File: src/rtl/bj_pkg.sv
// rtl/bj_pkg.sv - shared opcode constants, op codes and result record for the branch/jump resolve unit
package bj_pkg;

  localparam logic [5:0] OPC_JIRL = 6'b010011;
  localparam logic [5:0] OPC_B    = 6'b010100;
  localparam logic [5:0] OPC_BL   = 6'b010101;
  localparam logic [5:0] OPC_BEQ  = 6'b010110;
  localparam logic [5:0] OPC_BNE  = 6'b010111;
  localparam logic [5:0] OPC_BLT  = 6'b011000;
  localparam logic [5:0] OPC_BGE  = 6'b011001;
  localparam logic [5:0] OPC_BLTU = 6'b011010;
  localparam logic [5:0] OPC_BGEU = 6'b011011;

  localparam logic [7:0] OP_INVALID = 8'd0;
  localparam logic [7:0] OP_JIRL    = 8'd1;
  localparam logic [7:0] OP_B       = 8'd2;
  localparam logic [7:0] OP_BL      = 8'd3;
  localparam logic [7:0] OP_BEQ     = 8'd4;
  localparam logic [7:0] OP_BNE     = 8'd5;
  localparam logic [7:0] OP_BLT     = 8'd6;
  localparam logic [7:0] OP_BGE     = 8'd7;
  localparam logic [7:0] OP_BLTU    = 8'd8;
  localparam logic [7:0] OP_BGEU    = 8'd9;

  // Width-independent part of a resolved record; target and link data
  // travel beside it because their widths follow the unit's parameters.
  typedef struct packed {
    logic       is_bj;
    logic [7:0] op;
    logic       taken;
    logic       link_we;
    logic [4:0] link_rd;
    logic       mispredict;
  } bj_rec_t;

endpackage

File: src/rtl/bj_resolve_core.sv
// rtl/bj_resolve_core.sv - combinational decode, compare, target and mispredict for one instruction
module bj_resolve_core
  import bj_pkg::*;
#(
  parameter int XLEN = 32,
  parameter int PC_W = 32
) (
  input  logic [31:0]     inst,
  input  logic [PC_W-1:0] pc,
  input  logic [XLEN-1:0] rj_val,
  input  logic [XLEN-1:0] rd_val,
  input  logic            pred_taken,
  input  logic [PC_W-1:0] pred_target,
  output bj_rec_t         rec,
  output logic [PC_W-1:0] target,
  output logic [XLEN-1:0] link_data
);

  logic [PC_W-1:0] offs16;
  logic [PC_W-1:0] offs26;
  logic [PC_W-1:0] pc_seq;
  logic [PC_W-1:0] tgt_taken;
  logic            eq;
  logic            lt_s;
  logic            lt_u;

  assign offs16 = {{(PC_W-18){inst[25]}}, inst[25:10], 2'b00};
  assign offs26 = {{(PC_W-28){inst[9]}}, inst[9:0], inst[25:10], 2'b00};
  assign pc_seq = pc + PC_W'(4);
  assign eq     = (rj_val == rd_val);
  assign lt_s   = ($signed(rj_val) < $signed(rd_val));
  assign lt_u   = (rj_val < rd_val);

  always_comb begin
    rec       = '0;
    rec.op    = OP_INVALID;
    tgt_taken = pc + offs16;
    case (inst[31:26])
      OPC_JIRL: begin
        rec.op      = OP_JIRL;
        rec.taken   = 1'b1;
        rec.link_we = 1'b1;
        rec.link_rd = inst[4:0];
        tgt_taken   = rj_val[PC_W-1:0] + offs16;
      end
      OPC_B: begin
        rec.op    = OP_B;
        rec.taken = 1'b1;
        tgt_taken = pc + offs26;
      end
      OPC_BL: begin
        rec.op      = OP_BL;
        rec.taken   = 1'b1;
        rec.link_we = 1'b1;
        rec.link_rd = 5'd1;
        tgt_taken   = pc + offs26;
      end
      OPC_BEQ:  begin rec.op = OP_BEQ;  rec.taken = eq;    end
      OPC_BNE:  begin rec.op = OP_BNE;  rec.taken = !eq;   end
      OPC_BLT:  begin rec.op = OP_BLT;  rec.taken = lt_s;  end
      OPC_BGE:  begin rec.op = OP_BGE;  rec.taken = !lt_s; end
      OPC_BLTU: begin rec.op = OP_BLTU; rec.taken = lt_u;  end
      OPC_BGEU: begin rec.op = OP_BGEU; rec.taken = !lt_u; end
      default:  rec.op = OP_INVALID;
    endcase
    rec.is_bj      = (rec.op != OP_INVALID);
    target         = rec.taken ? tgt_taken : pc_seq;
    link_data      = XLEN'(pc_seq);
    rec.mispredict = (pred_taken != rec.taken) || (rec.taken && (pred_target != target));
  end

endmodule

File: src/rtl/bj_resolve_unit.sv
// rtl/bj_resolve_unit.sv - branch/jump resolve unit with 2-entry output buffer and mispredict hold
// Optional perf counters when BJ_PERF_CNT_EN is defined.
module bj_resolve_unit
  import bj_pkg::*;
#(
  parameter int XLEN = 32,
  parameter int PC_W = 32
) (
  input  logic            clk,
  input  logic            resetn,
  input  logic            flush_i,
  input  logic            in_valid,
  output logic            in_ready,
  input  logic [31:0]     in_inst,
  input  logic [PC_W-1:0] in_pc,
  input  logic [XLEN-1:0] in_rj_val,
  input  logic [XLEN-1:0] in_rd_val,
  input  logic            in_pred_taken,
  input  logic [PC_W-1:0] in_pred_target,
  output logic            out_valid,
  input  logic            out_ready,
  output logic            out_is_bj,
  output logic [7:0]      out_op,
  output logic            out_taken,
  output logic [PC_W-1:0] out_target,
  output logic            out_link_we,
  output logic [4:0]      out_link_rd,
  output logic [XLEN-1:0] out_link_data,
  output logic            out_mispredict
`ifdef BJ_PERF_CNT_EN
  ,
  output logic [31:0]     perf_bj_cnt,
  output logic [31:0]     perf_mispred_cnt
`endif
);

  typedef enum logic {ST_RUN, ST_HOLD} state_t;

  state_t          state;
  logic [1:0]      count;
  logic            wr_ptr;
  logic            rd_ptr;
  bj_rec_t         rec_q  [2];
  logic [PC_W-1:0] tgt_q  [2];
  logic [XLEN-1:0] link_q [2];

  bj_rec_t         rec_d;
  logic [PC_W-1:0] tgt_d;
  logic [XLEN-1:0] link_d;
  logic            push;
  logic            pop;

  bj_resolve_core #(.XLEN(XLEN), .PC_W(PC_W)) u_core (
    .inst        (in_inst),
    .pc          (in_pc),
    .rj_val      (in_rj_val),
    .rd_val      (in_rd_val),
    .pred_taken  (in_pred_taken),
    .pred_target (in_pred_target),
    .rec         (rec_d),
    .target      (tgt_d),
    .link_data   (link_d)
  );

  assign in_ready  = (state == ST_RUN) && (count != 2'd2);
  assign out_valid = (count != 2'd0);
  assign push      = in_valid && in_ready;
  assign pop       = out_valid && out_ready;

  // Flush wins over everything; a popped head is still considered consumed.
  always_ff @(posedge clk or negedge resetn) begin
    if (!resetn) begin
      state  <= ST_RUN;
      count  <= 2'd0;
      wr_ptr <= 1'b0;
      rd_ptr <= 1'b0;
      for (int i = 0; i < 2; i++) begin
        rec_q[i]  <= '0;
        tgt_q[i]  <= '0;
        link_q[i] <= '0;
      end
    end else if (flush_i) begin
      state  <= ST_RUN;
      count  <= 2'd0;
      wr_ptr <= 1'b0;
      rd_ptr <= 1'b0;
    end else begin
      if (push) begin
        rec_q[wr_ptr]  <= rec_d;
        tgt_q[wr_ptr]  <= tgt_d;
        link_q[wr_ptr] <= link_d;
        wr_ptr         <= ~wr_ptr;
        if (rec_d.mispredict) state <= ST_HOLD;
      end
      if (pop) rd_ptr <= ~rd_ptr;
      count <= count + {1'b0, push} - {1'b0, pop};
    end
  end

  assign out_is_bj      = rec_q[rd_ptr].is_bj;
  assign out_op         = rec_q[rd_ptr].op;
  assign out_taken      = rec_q[rd_ptr].taken;
  assign out_target     = tgt_q[rd_ptr];
  assign out_link_we    = rec_q[rd_ptr].link_we;
  assign out_link_rd    = rec_q[rd_ptr].link_rd;
  assign out_link_data  = link_q[rd_ptr];
  assign out_mispredict = rec_q[rd_ptr].mispredict;

`ifdef BJ_PERF_CNT_EN
  always_ff @(posedge clk or negedge resetn) begin
    if (!resetn) begin
      perf_bj_cnt      <= 32'd0;
      perf_mispred_cnt <= 32'd0;
    end else begin
      if (push && rec_d.is_bj)      perf_bj_cnt      <= perf_bj_cnt + 32'd1;
      if (push && rec_d.mispredict) perf_mispred_cnt <= perf_mispred_cnt + 32'd1;
    end
  end
`endif

endmodule

File: config.mk
export PLATFORM = sky130hd
export DESIGN_NAME = bj_resolve_unit
export DESIGN_NICKNAME = d
export VERILOG_FILES = /design/src/rtl/bj_pkg.sv /design/src/rtl/bj_resolve_core.sv /design/src/rtl/bj_resolve_unit.sv
export SDC_FILE = /design/constraint.sdc
export NUM_CORES = 1
export LEC_CHECK = 0
export BUFFER_PORTS_ARGS = -buffer_cell sky130_fd_sc_hd__buf_2
export CORE_UTILIZATION = 55
export DETAILED_ROUTE_END_ITERATION = 16
export GPL_ROUTABILITY_DRIVEN = 1
export PLACE_DENSITY = 0.87
export SYNTH_ARGS = -nofsm -noshare
export SYNTH_HDL_FRONTEND = slang
export SYNTH_SLANG_ARGS = --single-unit
File: constraint.sdc
create_clock -name clk -period 4.3 [get_ports clk]
set_clock_uncertainty 0.2 [all_clocks]
set_input_delay 0.215 -clock clk [delete_from_list [all_inputs] [get_ports clk]]
set_output_delay 0.215 -clock clk [all_outputs]
set_load 0.02 [all_outputs]
# Word-level counts from Yosys, hierarchy flattened
# Cells that the tools add are included.
word_totals:
  rom_bits: 0
  ram_bits: 0
  latch_bits: 0
  in_bits: 166
  memories: 0
  word_cells: 97
  regBits: 167
op_classes:
  n_reduce_logical: 18
  n_eq_ne: 13
  mul: 0
  n_bitwise: 6
  n_shift: 0
  magnitude_cmp: 5
  n_mux: 29
  addsub: 6
  n_div: 0
op_table:
  columns: ["operator", "count"]
  rows:
  - ["2-to-1 mux 32 bit", 8]
  - ["bitwise mux 64 bit", 2]
  - ["adder 32 bit", 3]
  - ["2-to-1 mux 17 bit", 4]
  - ["less-than comparator 32 bit", 2]
  - ["one-hot mux 32 bit (2 select lines)", 1]
  - ["equality test 6 x 5 -> 1 bit, second input constant", 9]
  - ["one-hot mux 4 bit (9 select lines)", 1]
  - ["bitwise mux 34 bit", 1]
  - ["adder 32 x 3 -> 32 bit, second input constant", 1]
  - ["demux 32 bit (select 1 bit)", 1]
  - ["equality test 32 bit", 1]
  - ["!= test 32 bit", 1]
  - ["demux 17 bit (select 1 bit)", 1]
  - ["one-hot mux 6 bit (2 select lines)", 1]
  - ["nonzero test 2 bit", 4]
  - ["nonzero test 8 bit", 1]
  - ["2-to-1 mux 1 bit", 7]
  - ["one-hot mux 1 bit (7 select lines)", 1]
  - ["logical AND 1 bit", 5]
  - [">= comparator 2 bit, second input constant", 2]
  - ["NOT 1 bit", 4]
  - ["NOT 1 -> 2 bit", 2]
  - ["AND reduction 2 bit", 2]
  - ["10 further kinds", 12]

# Logic depth before layout (Yosys ltp)
# Gate-level depths: netlist (run 1).
logic_depth:
  word_depth: 10
  depth_mapped: 19

# Cells and area by module
# From an unflattened synthesis (run 1), not the netlist that was laid out.
hier_totals:
  cells_unflattened: 1360
  hier_area_um2: 13396.6
by_module_without_submodules:
  columns: ["module", "area_each_um2", "seq_area_each_um2", "cells_per_inst", "instances"]
  rows:
  - ["bj_resolve_unit", 7292.0, 4179.0, 460, 1]
  - ["bj_resolve_core", 6104.6, 0.0, 900, 1]

# Least setup slack after synthesis (run 1)
# Ideal clock, no wire load.
synth_path:
  path_kind: "in2reg"
  startpoint: "input port in_inst[27]"
  endpoint: "register rec_q[0] (netlist bit)"
  cell_stages: 19
  arrival_time_ns: 3.618
  required_time_ns: 3.964
  setup_slack_ns: 0.346
  setup_ns: 0.136
  cell_sequence: "clkbuf_1 -> nor2_1 -> nor2b_1 -> clkbuf_1 -> a21o_1 -> ha_1 -> clkbuf_1 -> o21ai_0 -> o21ba_2 -> a211oi_1 -> o31ai_1 -> a21oi_1 -> mux2_2 -> o211ai_1 -> a21boi_0 -> nor4_1 -> nand4_1 -> and4bb_4 -> o31ai_1"
synth_via:
  elab_chain_cells: 8
  word_cells_on_any_way: 19
  classes_between: "eq/ne: 11; mux: 4; reduce/logical: 4"
synth_rtl:
  columns: ["item", "line", "source"]
  rows:
  - ["start: declaration", "bj_resolve_unit.sv:14", "input logic [31:0] in_inst,"]
  - ["equality test 6 x 5 -> 1 bit", "bj_resolve_core.sv:38", "case (inst[31:26])"]
  - ["OR reduction 3 bit (no line) or OR reduction 2 bit (tied branches)", null, null]
  - ["one-hot mux 1 bit (7 select lines) or one-hot mux 32 bit (2 select lines) (tied branches)", "bj_resolve_core.sv:38", null]
  - ["2-to-1 mux 32 bit", "bj_resolve_core.sv:67", "target = rec.taken ? tgt_taken : pc_seq;"]
  - ["!= test 32 bit", "bj_resolve_core.sv:69", "rec.mispredict = (pred_taken != rec.taken) || (rec.taken && (pred_target != target));"]
  - ["logical AND 1 bit", "bj_resolve_core.sv:69", null]
  - ["logical OR 1 bit (*)", "bj_resolve_core.sv:69", null]
  - ["bitwise mux 34 bit (*)", "bj_resolve_unit.sv:89", "rec_q[wr_ptr] <= rec_d;"]
  - ["end signal: indexed assignment", "bj_resolve_unit.sv:89", null]
  - ["end: declaration", "bj_resolve_unit.sv:43", "bj_rec_t rec_q [2];"]
# Mark *: on every way between the ends. The rest lies on a longest branch, timed or not.
# A chain may end at the register's enable or synchronous reset.

# Worst setup path in the final report (run 1)
layout_path:
  startpoint: "input port in_inst[31]"
  endpoint: "register rec_q[0] (netlist bit)"
# Same word-level chain as after synthesis.

==> results.md, run 1 <==
* Worst Setup SP: in_inst[31]
* DRT Pass-1 Iters at 6
* Synthesized flop and latch total at between 150 and 200
* Cell taking the most area after synthesis: dfrtp_1
* Async set-reset flop share out of synthesis at 100%
* Logic pwr share at 46.7%
* Post-synth cell types at 86
* Leading post-synthesis cells by cell area: dfrtp_1 (30%), ha_1 (9.1%), mux2_2 (8.6%)
* CTS Buf Count at 17
* Total wire length at ~45 mm
* Worst-path clk slew at about 0.060 ns
* Detailed Route Iter0 Violations at 1349
* Grt ovf at 0
* # fillers at between 1500 and 2000
* Worst Slack Setup Final at roughly 0.3 ns
* Initial Util at a little under three fifths
* Post-synthesis cell area at 13300 um^2
* Sw Share at around two fifths
* Final Wtd Congestion at approximately 1.0
* Die height at approximately 160 um
* Internal reg-to-reg setup slack at 1.51 ns
* Syn-to-layout area delta at 22.0%
* Final worst path period share at between 90% and 100%
* Peak Freq at roughly 0.25 GHz
* Crit Path Class: in -> reg
* Pwr dens at 483 nW/um^2
* Most frequent cells in the layout: nand2_1 (262), buf_2 (243), dfrtp_1 (158)
* Largest net degree at the start of global routing at 104
* Fin nets at between 2000 and 2500
* DRC at 0
* Crit path time final at about 4 ns
* Routed Antenna Nets at 0
* DPL Wire Length at roughly 34 mm
* MaxCap Viol Count at 0
* First-pass GRT wire length at 69.0 mm
* Wire per inst at 20.1 um
* Core box area at about 24000 um^2
* CP required at 4.35 ns
* Gate Count Post-Synth at roughly 1600
* Area of the multi-input gates at just under 9000 um^2
* Row cnt at 56
* Final hold vios at 0
* RSZ-0062 raised after global routing: no
* Seq/Total Area, Yosys at 29.8%
* Worst Setup Start Kind: input port
* Maximum fanout along the worst path at 12
* Worst skew pair latency at roughly 0.42 ns
* Initial antenna violation count at 7
* Reg2reg start: state
* Total setup buffers inserted after CTS at 0
* P_int at 4.70 mW
* Horiz. Die Dim at between 150 and 200 um
* CTS tree: yes
* I/O Pins at 249
* CTS max path bufs at 2
* Hold crit path type: in -> reg
* DP Worst Slack at -0.216 ns
* Leading cell type in the layout, fill and taps excluded: nand2_1
* Slew @ Worst Pin at 1.10 ns
* Worst Setup End Kind: flop
* Routed via count at around 14000
* Relative slew slack at between 20% and 30%
* Pins Over Slew Limit at 0
* Post-synth EDFFs at 0
* Warnings, synthesis at 0
* Port Buffers at around 240
* Crit path DAT at 4.04 ns
* Share of cells above drive strength 1 at a little over a quarter
* Net Sw Power at between 3 and 4 mW
* Num Clock Sinks at around 160
* Final Setup Violations at 0
* Area share of the largest cell type after synthesis at between 20 and 30%
* Global router's overall resource usage at 36.2%
* Seq. cell area at between 3000 and 4000 um^2
* Vias in the first global route at about 13000
* Seq pwr share at 32.0%
* Post-DR vias/cell at about 6.2
* Clock power frac at a little over a fifth
* Avg Inst Size Synth at 8.31 um^2
* Hold Startpoint: in_pred_taken
* CTS H-tree lvls at 4
* Power, Total at slightly below 8 mW
* Max VDD drop at slightly above 600 uV
* Most used DFF post-synth: dfrtp_1
* Leakage power at around 8.0 nW
* Root Driver: clkbuf_16
* Status: finished, final reports clean
* Die area at ~25000 um^2
## state kept, by name (all words and copies together) (netlist names)
signal  count
rec_q      26
rd_ptr      1
tgt_q      64
wr_ptr      1
link_q     64
count       2
state       1
## power by group through the flow
| stage | registers [mW] | clock network [mW] | logic, mW |
|---|---|---|---|
| global placement | 2.43 | 0 | 3.46 |
| floorplan | 2.38 | 0 | 2.43 |
| detailed placement | 2.49 | 0 | 3.56 |
| CTS | 2.50 | 1.68 | 3.63 |
| finish | 2.51 | 1.68 | 3.67 |
| global route | 2.57 | 1.74 | 3.95 |
## metrics by stage
| step | hold WS (ns) | setup TNS, ns | cells | cell area [um^2] | utilization, % |
|---|---|---|---|---|---|
| after global placement | 0.159 | -0.511 | 2194 | 15500 | 65.6 |
| after CTS | 0.000438 | 0 | 2234 | 16200 | 68.8 |
| after detailed placement | 0.173 | -0.597 | 2194 | 15500 | 65.6 |
| after floorplan | -0.281 | 0 | 1608 | 13300 | - |
| final | 0.0130 | 0 | 2240 | 16300 | 68.9 |
| after global routing | 0.0285 | 0 | 2240 | 16300 | 68.9 |
## per-layer routing
layer / global-route usage (%) / vias up / part of all wire [%]
met1: 45.4 / 6495 / 39
li1: - / 6396 / -
met3: 6.73 / 151 / 9.8
met2: 59.4 / 816 / 47
met5: 0 / - / 0.022
met4: 18.9 / 2 / 4.5
## worst max-delay path, stage by stage
cell and delay (ns):
buf_2 0.10, nand4bb_1 0.22, nor2_1 0.16, buf_4 0.17
buf_4 0.20, a21o_1 0.17, ha_1 0.27, a21oi_1 0.22
o22ai_1 0.11, o21ai_0 0.25, a21boi_1 0.29, buf_4 0.16
and3b_1 0.16, or2_2 0.12, a2111o_1 0.10, o2111ai_1 0.10
nand4b_1 0.18, or4_1 0.42, and4bb_4 0.35, o31ai_1 0.09
## cell usage after synthesis (4+ instances only)
cell      instances
o21a_1            8
nand3b_1          4
a21boi_0          6
o211a_1           9
buf_1             4
and2_1           22
a31oi_1          14
mux2i_1          20
and4_1            6
mux2_2          102
a21o_1           38
and3b_1           4
o21bai_1          5
ha_1             97
o221ai_1          4
xor2_1           34
o21ai_1           4
o22ai_1           6
o31ai_1          12
nor2b_1          14
a21oi_1          92
nor2_1           80
and3_1           21
nor3b_1           8
nand2_1         263
buf_2            14
nand3_1          43
a211o_1           6
nand4_1          28
nor4_1            6
a221oi_1          5
dfrtp_1         159
o211ai_1         13
buf_4             5
nor3_1           32
inv_1            51
clkbuf_1         53
nand2b_1         12
a211oi_1         18
or3_1            13
o21ai_0         157
or2_2             7
xnor2_1          43
## area by class of cell
type	count	share of cell area, %
Antenna cell	6	0.0923
Clock buffer	19	2.78
Clock inverter	13	1.28
Inverter	52	1.20
Multi-Input combinational cell	1321	54.7
Sequential cell	159	24.5
Tap cell	319	2.45
Timing Repair Buffer	351	13.1
## repair_timing
action                                  CTS  global route
endpoints found under the setup margin    0             3
gates resized for setup                   0             5
hold buffers                              8             0
endpoints found under the hold margin   113             0
## kinds of logic after synthesis
group                      share of synthesized area (%)
and+or+nand+nor                                     20.9
AOI/OAI and AO/OA                                   20.7
DFF                                                 29.8
buffers and inverters                               3.87
muxes                                               10.2
adders and majority gates                           9.40
xor gates and xnor gates                            5.06
other                                             0.0281
## final timing paths
check / depth (start not counted) / to
setup / recovery: 20 / rec_q[0]
hold / removal: 3 / state
setup reg to reg: 6 / rec_q[9]
hold reg to reg: 2 / link_q[24]
max in group asynchronous: 3 / link_q[24]
min in group asynchronous: 2 / tgt_q[1]
No activity file was read; power rests on OpenSTA's default activity.
==> run 2: changes to the inputs <==
Settings changed: PLACE_DENSITY 0.87 to 0.76, RECOVER_POWER from default to 25.
==> results.md, run 2 (synthesis results as in run 1) <==
* FF-to-FF End: tgt_q[22]
* Worst-path clk slew at around 0.070 ns
* Crit path largest cell delay at around 0.62 ns
* Final Wtd Congestion at 0.962
* Grt ovf at 0
* Horiz. Die Dim at 158 um
* Row cnt at 56
* Final Setup Violations at 0
* Largest regs: link_q (64), tgt_q (64), rec_q (26)
* First-pass GRT wire length at ~67 mm
* Most frequent cells in the layout: nand2_1 (262), buf_2 (241), dfrtp_1 (158)
* Detailed Route Iter0 Violations at 1204
* Crit path time final at 4.11 ns
* Dpl cells at 2211
* DPL Wire Length at 34.2 mm
* Num Clock Sinks at between 150 and 200
* WP depth at 17
* Max VDD drop at ~440 uV
* Die area at ~25000 um^2
* Vias in the first global route at approximately 13000
* Crit path max-delay cell type: a211oi_1
* Root Driver: clkbuf_16
* Hold Path End: link_q[2]
* Worst skew pair latency at around 0.42 ns
* I/O Pins at between 200 and 250
* Share of cells above drive strength 1 at between 20 and 30%
* Most used cell, CP: buf_4
* Crit-path leading delay family: simple AND/OR/NAND/NOR gates
* DRT Pass-1 Iters at 7
* Crit Path Class: in -> reg
* Wire per inst at around 19 um
* Relative slew slack at -52.1%
* CTS H-tree lvls at 4
* Layout Cells excl Fill at 2256
* Worst Setup Start Kind: input port
* Port Buffers at 244
* Initial Util at between 50% and 60%
* Crit path DAT at 4.17 ns
* Post-DR vias/cell at 6.04
* CTS max path bufs at 2
* Leakage power at between 8 and 9 nW
* Routed Antenna Nets at 0
* Peak Freq at between 0.2 and 0.25 GHz
* Global router's overall resource usage at 35.3%
* CTS Buf Count at 17
* Die height at 158 um
* Hold Startpoint: in_pc[2]
* Pins Over Slew Limit at 96
* DRC at 0
* Status: finished, violations left
* Failing checks: max-capacitance violations, max-slew violations
* Syn-to-layout area delta at 22.1%
* Maximum fanout along the worst path at 18
* RSZ-0062 raised after global routing: no
* Reg2reg start: count[0]
* Core box area at 23600 um^2
* Final hold vios at 0
* Hold_ws at 0.0160 ns
* CTS tree: yes
* Initial antenna violation count at 4
* Leading cell type in the layout, fill and taps excluded: nand2_1
* Total wire length at ~44 mm
* Internal reg-to-reg setup slack at 1.47 ns
* Worst Setup End Kind: flop
* CP required at between 4 and 5 ns
* Slew @ Worst Pin at approximately 2.3 ns
* Routed via count at approximately 14000
* MaxCap Viol Count at 1
* Final worst path period share at a little over nine tenths
* Fin nets at about 2200
* Hold path depth at 3
* Pwr dens at roughly 470 nW/um^2
* CP cell instances: buf_2 > dlygate4sd3_1 > buf_4 > nand2_1 > buf_4 > nor3_4 > buf_4 > buf_4 > and3_1 > a211oi_1 > and3_1 > o22ai_1 > a211oi_1 > nand4b_1 > or4_1 > and4bb_4 > o31ai_1
* Reg2Reg Depth at 7
* Total setup buffers inserted after CTS at 0
* Crit path buf inv count at 6
* Hold crit path type: in -> reg
* Largest net degree at the start of global routing at between 90 and 100
==> run 2: layer usage <==
metal | global-route usage (%) | vias up | part of all wire [%]
li1 | - | 6425 | -
met1 | 46.7 | 6489 | 42
met2 | 57.2 | 612 | 46
met3 | 5.23 | 94 | 7.9
met4 | 15.7 | 2 | 3.8
met5 | 0 | - | 0.032
==> run 2: worst max-delay path by stage <==
stage | startpoint | end | slack [ns]
after floorplan | in_inst[27] | rec_q[0] | 0.35
final | in_inst[27] | rec_q[17] | 0.19
after global placement | in_inst[31] | rec_q[17] | -0.12
after global routing | in_inst[10] | rec_q[17] | 0.02
after CTS | in_inst[31] | rec_q[17] | 0.23
after detailed placement | in_inst[31] | rec_q[17] | -0.18
==> run 2: repair_timing <==
| action | in CTS | in global routing |
|---|---|---|
| hold buffers | 10 | 0 |
| setup endpoints to repair | 0 | 3 |
| resized for setup | 0 | 1 |
| endpoints found under the hold margin | 112 | 0 |
==> run 2: cell type report <==
cell class,instances,area [um^2]
flip-flops and latches,159,3980
well taps,319,399
clock inverters,14,158
inverters,52,195
clock buffers,18,439
diodes,3,7.51
fillers,1964,7330
multi-input cells,1321,8880
repair buffers,370,2220
==> run 2: stage by stage <==
stage	TNS (ns)	cell area (um^2)	power, mW	utilization, %	worst slack [ns]
4_1_cts	0	16300	7.57	69.0	0.227
3_3_place_gp	-0.336	15600	5.92	66.0	-0.120
6_report	0	16300	7.59	69.0	0.192
3_5_place_dp	-0.491	15600	6.03	66.0	-0.183
2_1_floorplan	0	13300	4.80	-	0.346
5_1_grt	0	16300	8.04	69.0	0.0191
==> run 2: worst min-delay path, cell delays in order <==
cell and delay [ns]:
buf_2 0.09, buf_4 0.18, o21ai_0 0.10
==> run 2: power breakdown <==
part	total (mW)	switching, mW	internal (mW)
logic	3.57	2.08	1.49
registers	2.52	0.381	2.14
clock network	1.49	0.692	0.799
==> run 3: changes to the inputs <==
--- a/config.mk
+++ b/config.mk
@@ -8,6 +8,8 @@
 export BUFFER_PORTS_ARGS = -buffer_cell sky130_fd_sc_hd__buf_2
-export CORE_UTILIZATION = 55
+export CELL_PAD_IN_SITES_DETAIL_PLACEMENT = 1
+export CELL_PAD_IN_SITES_GLOBAL_PLACEMENT = 1
+export CORE_UTILIZATION = 46
 export DETAILED_ROUTE_END_ITERATION = 16
 export GPL_ROUTABILITY_DRIVEN = 1
-export PLACE_DENSITY = 0.76
+export PLACE_DENSITY = 0.85
 export RECOVER_POWER = 25
--- a/constraint.sdc
+++ b/constraint.sdc
@@ -4,2 +4,2 @@
 set_output_delay 0.215 -clock clk [all_outputs]
-set_load 0.02 [all_outputs]
+set_load 0.05 [all_outputs]
==> results.md, run 3 (synthesis results as in run 1) <==
* Hold crit path type: in -> reg
* Crit path time final at ~4.2 ns
* Root Driver: clkbuf_16
* DRC at 0
* Hold Startpoint: out_ready
* First-pass GRT wire length at roughly 86 mm
* Post-DR vias/cell at just over 6
* Routed Antenna Nets at 0
* DP Worst Slack at -0.273 ns
* Relative slew slack at -35.8%
* DPL Wire Length at about 41 mm
* Crit Path Class: in -> reg
* Share of cells above drive strength 1 at between 20 and 30%
* Max VDD drop at around 330 uV
* DRT Pass-1 Iters at 5
* Horiz. Die Dim at about 170 um
* Hold Path End: rd_ptr
* CTS H-tree lvls at 4
* I/O Pins at roughly 250
* CTS max path bufs at 2
* Vias in the first global route at 15100
* Reg2reg start: count[0]
* Initial Util at 47.4%
* Worst Slack Setup Final at around 0.13 ns
* CTS tree: yes
* Syn-to-layout area delta at 24.8%
* Largest net degree at the start of global routing at between 100 and 150
* Met1 usage at 46.7%
* Maximum fanout along the worst path at 5
* Worst Setup End Kind: flop
* FF-to-FF End: link_q[6]
* GR Util met3 at around 7.3%
* Hold path depth at 4
* Global router's overall resource usage at a little under two fifths
* Final Setup Violations at 0
* Die height at approximately 170 um
* Crit path DAT at ~4.2 ns
* Fin nets at 2206
* Port Buffers at 244
* MaxCap Viol Count at 1
* Worst Setup Start Kind: input port
* Slew @ Worst Pin at roughly 2 ns
* Num Clock Sinks at between 150 and 200
* Die area at a little under 30000 um^2
* Failing checks: max-capacitance violations, max-slew violations
* Worst skew pair latency at between 0.4 and 0.5 ns
* Detailed Route Iter0 Violations at about 1200
* Global route hottest layer: met2
* Wire per inst at about 24 um
* Pwr dens at 550 nW/um^2
* Met2 Track Usage GR at 64.6%
* Grt ovf at 0
* Worst-path clk slew at 0.07 ns
* Routed via count at around 14000
* Power, Total at a little over 9 mW
* Status: finished, violations left
* Largest regs: link_q (64), tgt_q (64), rec_q (26)
* Final hold vios at 0
* Total wire length at 56.3 mm
* Reg2Reg Depth at 8
* Initial antenna violation count at 8
* Pins Over Slew Limit at 82
* Post-Route Setup TNS at 0 ns
* Leading cell type in the layout, fill and taps excluded: nand2_1
* Leakage power at about 8 nW
* Internal reg-to-reg setup slack at roughly 1.3 ns
* Final worst path period share at a little over nine tenths
* Peak Freq at 0.240 GHz
* Most frequent cells in the layout: nand2_1 (262), buf_2 (243), dfrtp_1 (158)
* Final Wtd Congestion at 0.944
* CP required at 4.34 ns
* Row cnt at 61
* CTS Buf Count at 17
* Core box area at around 28000 um^2
## run 3: changes by cell type in the layout (fill, tap and decap cells not counted), sizes merged
cell,previous run,this run
buf,356,380
inv,62,52
diode,3,8
bufinv,0,4
clkinv,4,6
dlygate4sd3,10,8
clkbuf,22,23
clkinvlp,0,1
## run 3: critical path: stages
cell and delay, ns:
buf_2 0.12, ha_1 0.23, fa_1 0.40, a21o_1 0.21, a221o_1 0.34, a31oi_2 0.33, o211ai_1 0.16, a211oi_1 0.41
mux2i_2 0.41, o32a_1 0.22, o2111ai_1 0.08, nand4b_1 0.18, or4_1 0.43, and4bb_4 0.37, o31ai_1 0.11
## run 3: power breakdown
| part | internal, mW | total [mW] | leakage, nW | switching, mW |
|---|---|---|---|---|
| Clock | 0.985 | 1.62 | 0.301 | 0.631 |
| Combinational | 1.54 | 4.89 | 5.88 | 3.35 |
| Sequential | 2.14 | 2.65 | 2.01 | 0.503 |
| Total | 4.67 | 9.15 | 8.19 | 4.48 |
## run 3: metrics by stage
stage	cells	utilization (%)	area, um^2	hold slack [ns]
2_1_floorplan	1608	-	13300	-0.281
3_3_place_gp	2292	56.4	15900	0.0867
3_5_place_dp	2292	56.4	15900	0.0948
4_1_cts	2332	58.9	16600	0.0127
5_1_grt	2338	59.1	16600	0.0288
6_report	2340	59.1	16600	0.0233
## run 3: what timing repair did
action / in CTS / in global routing
endpoints found under the setup margin: 0 / 3
hold buffers: 8 / 0
resized for setup: 0 / 12
endpoints found under the hold margin: 96 / 0
setup buffers: 0 / 0
## run 3: layout make-up
type                            instances  area [um^2]
Timing Repair Buffer                  390         2430
Clock buffer                           21          450
Clock inverter                         11          165
Sequential cell                       159         3980
Antenna cell                            8         20.0
Inverter                               52          195
Tap cell                              378          473
Multi-Input combinational cell       1321         8920
Fill cell                            3401        11500
## run 3: how the worst max path moves through the flow
stage / startpoint / to / slack, ns / depth (start not counted)
after global routing: in_rj_val[27] / rec_q[0] / -0.05 / 15
after detailed placement: in_inst[31] / rec_q[0] / -0.27 / 20
after global placement: in_inst[31] / rec_q[0] / -0.16 / 20
final: in_inst[10] / rec_q[0] / 0.13 / 15
after CTS: in_inst[31] / rec_q[17] / 0.09 / 21
after floorplan: in_inst[27] / rec_q[0] / 0.35 / 19
## run 3: routing by layer
| metal | wire [um] | share of wire (%) |
|---|---|---|
| met5 | 0 | 0 |
| met4 | 2660 | 4.7 |
| met3 | 3920 | 7.0 |
| met2 | 27100 | 48 |
| met1 | 22700 | 40 |
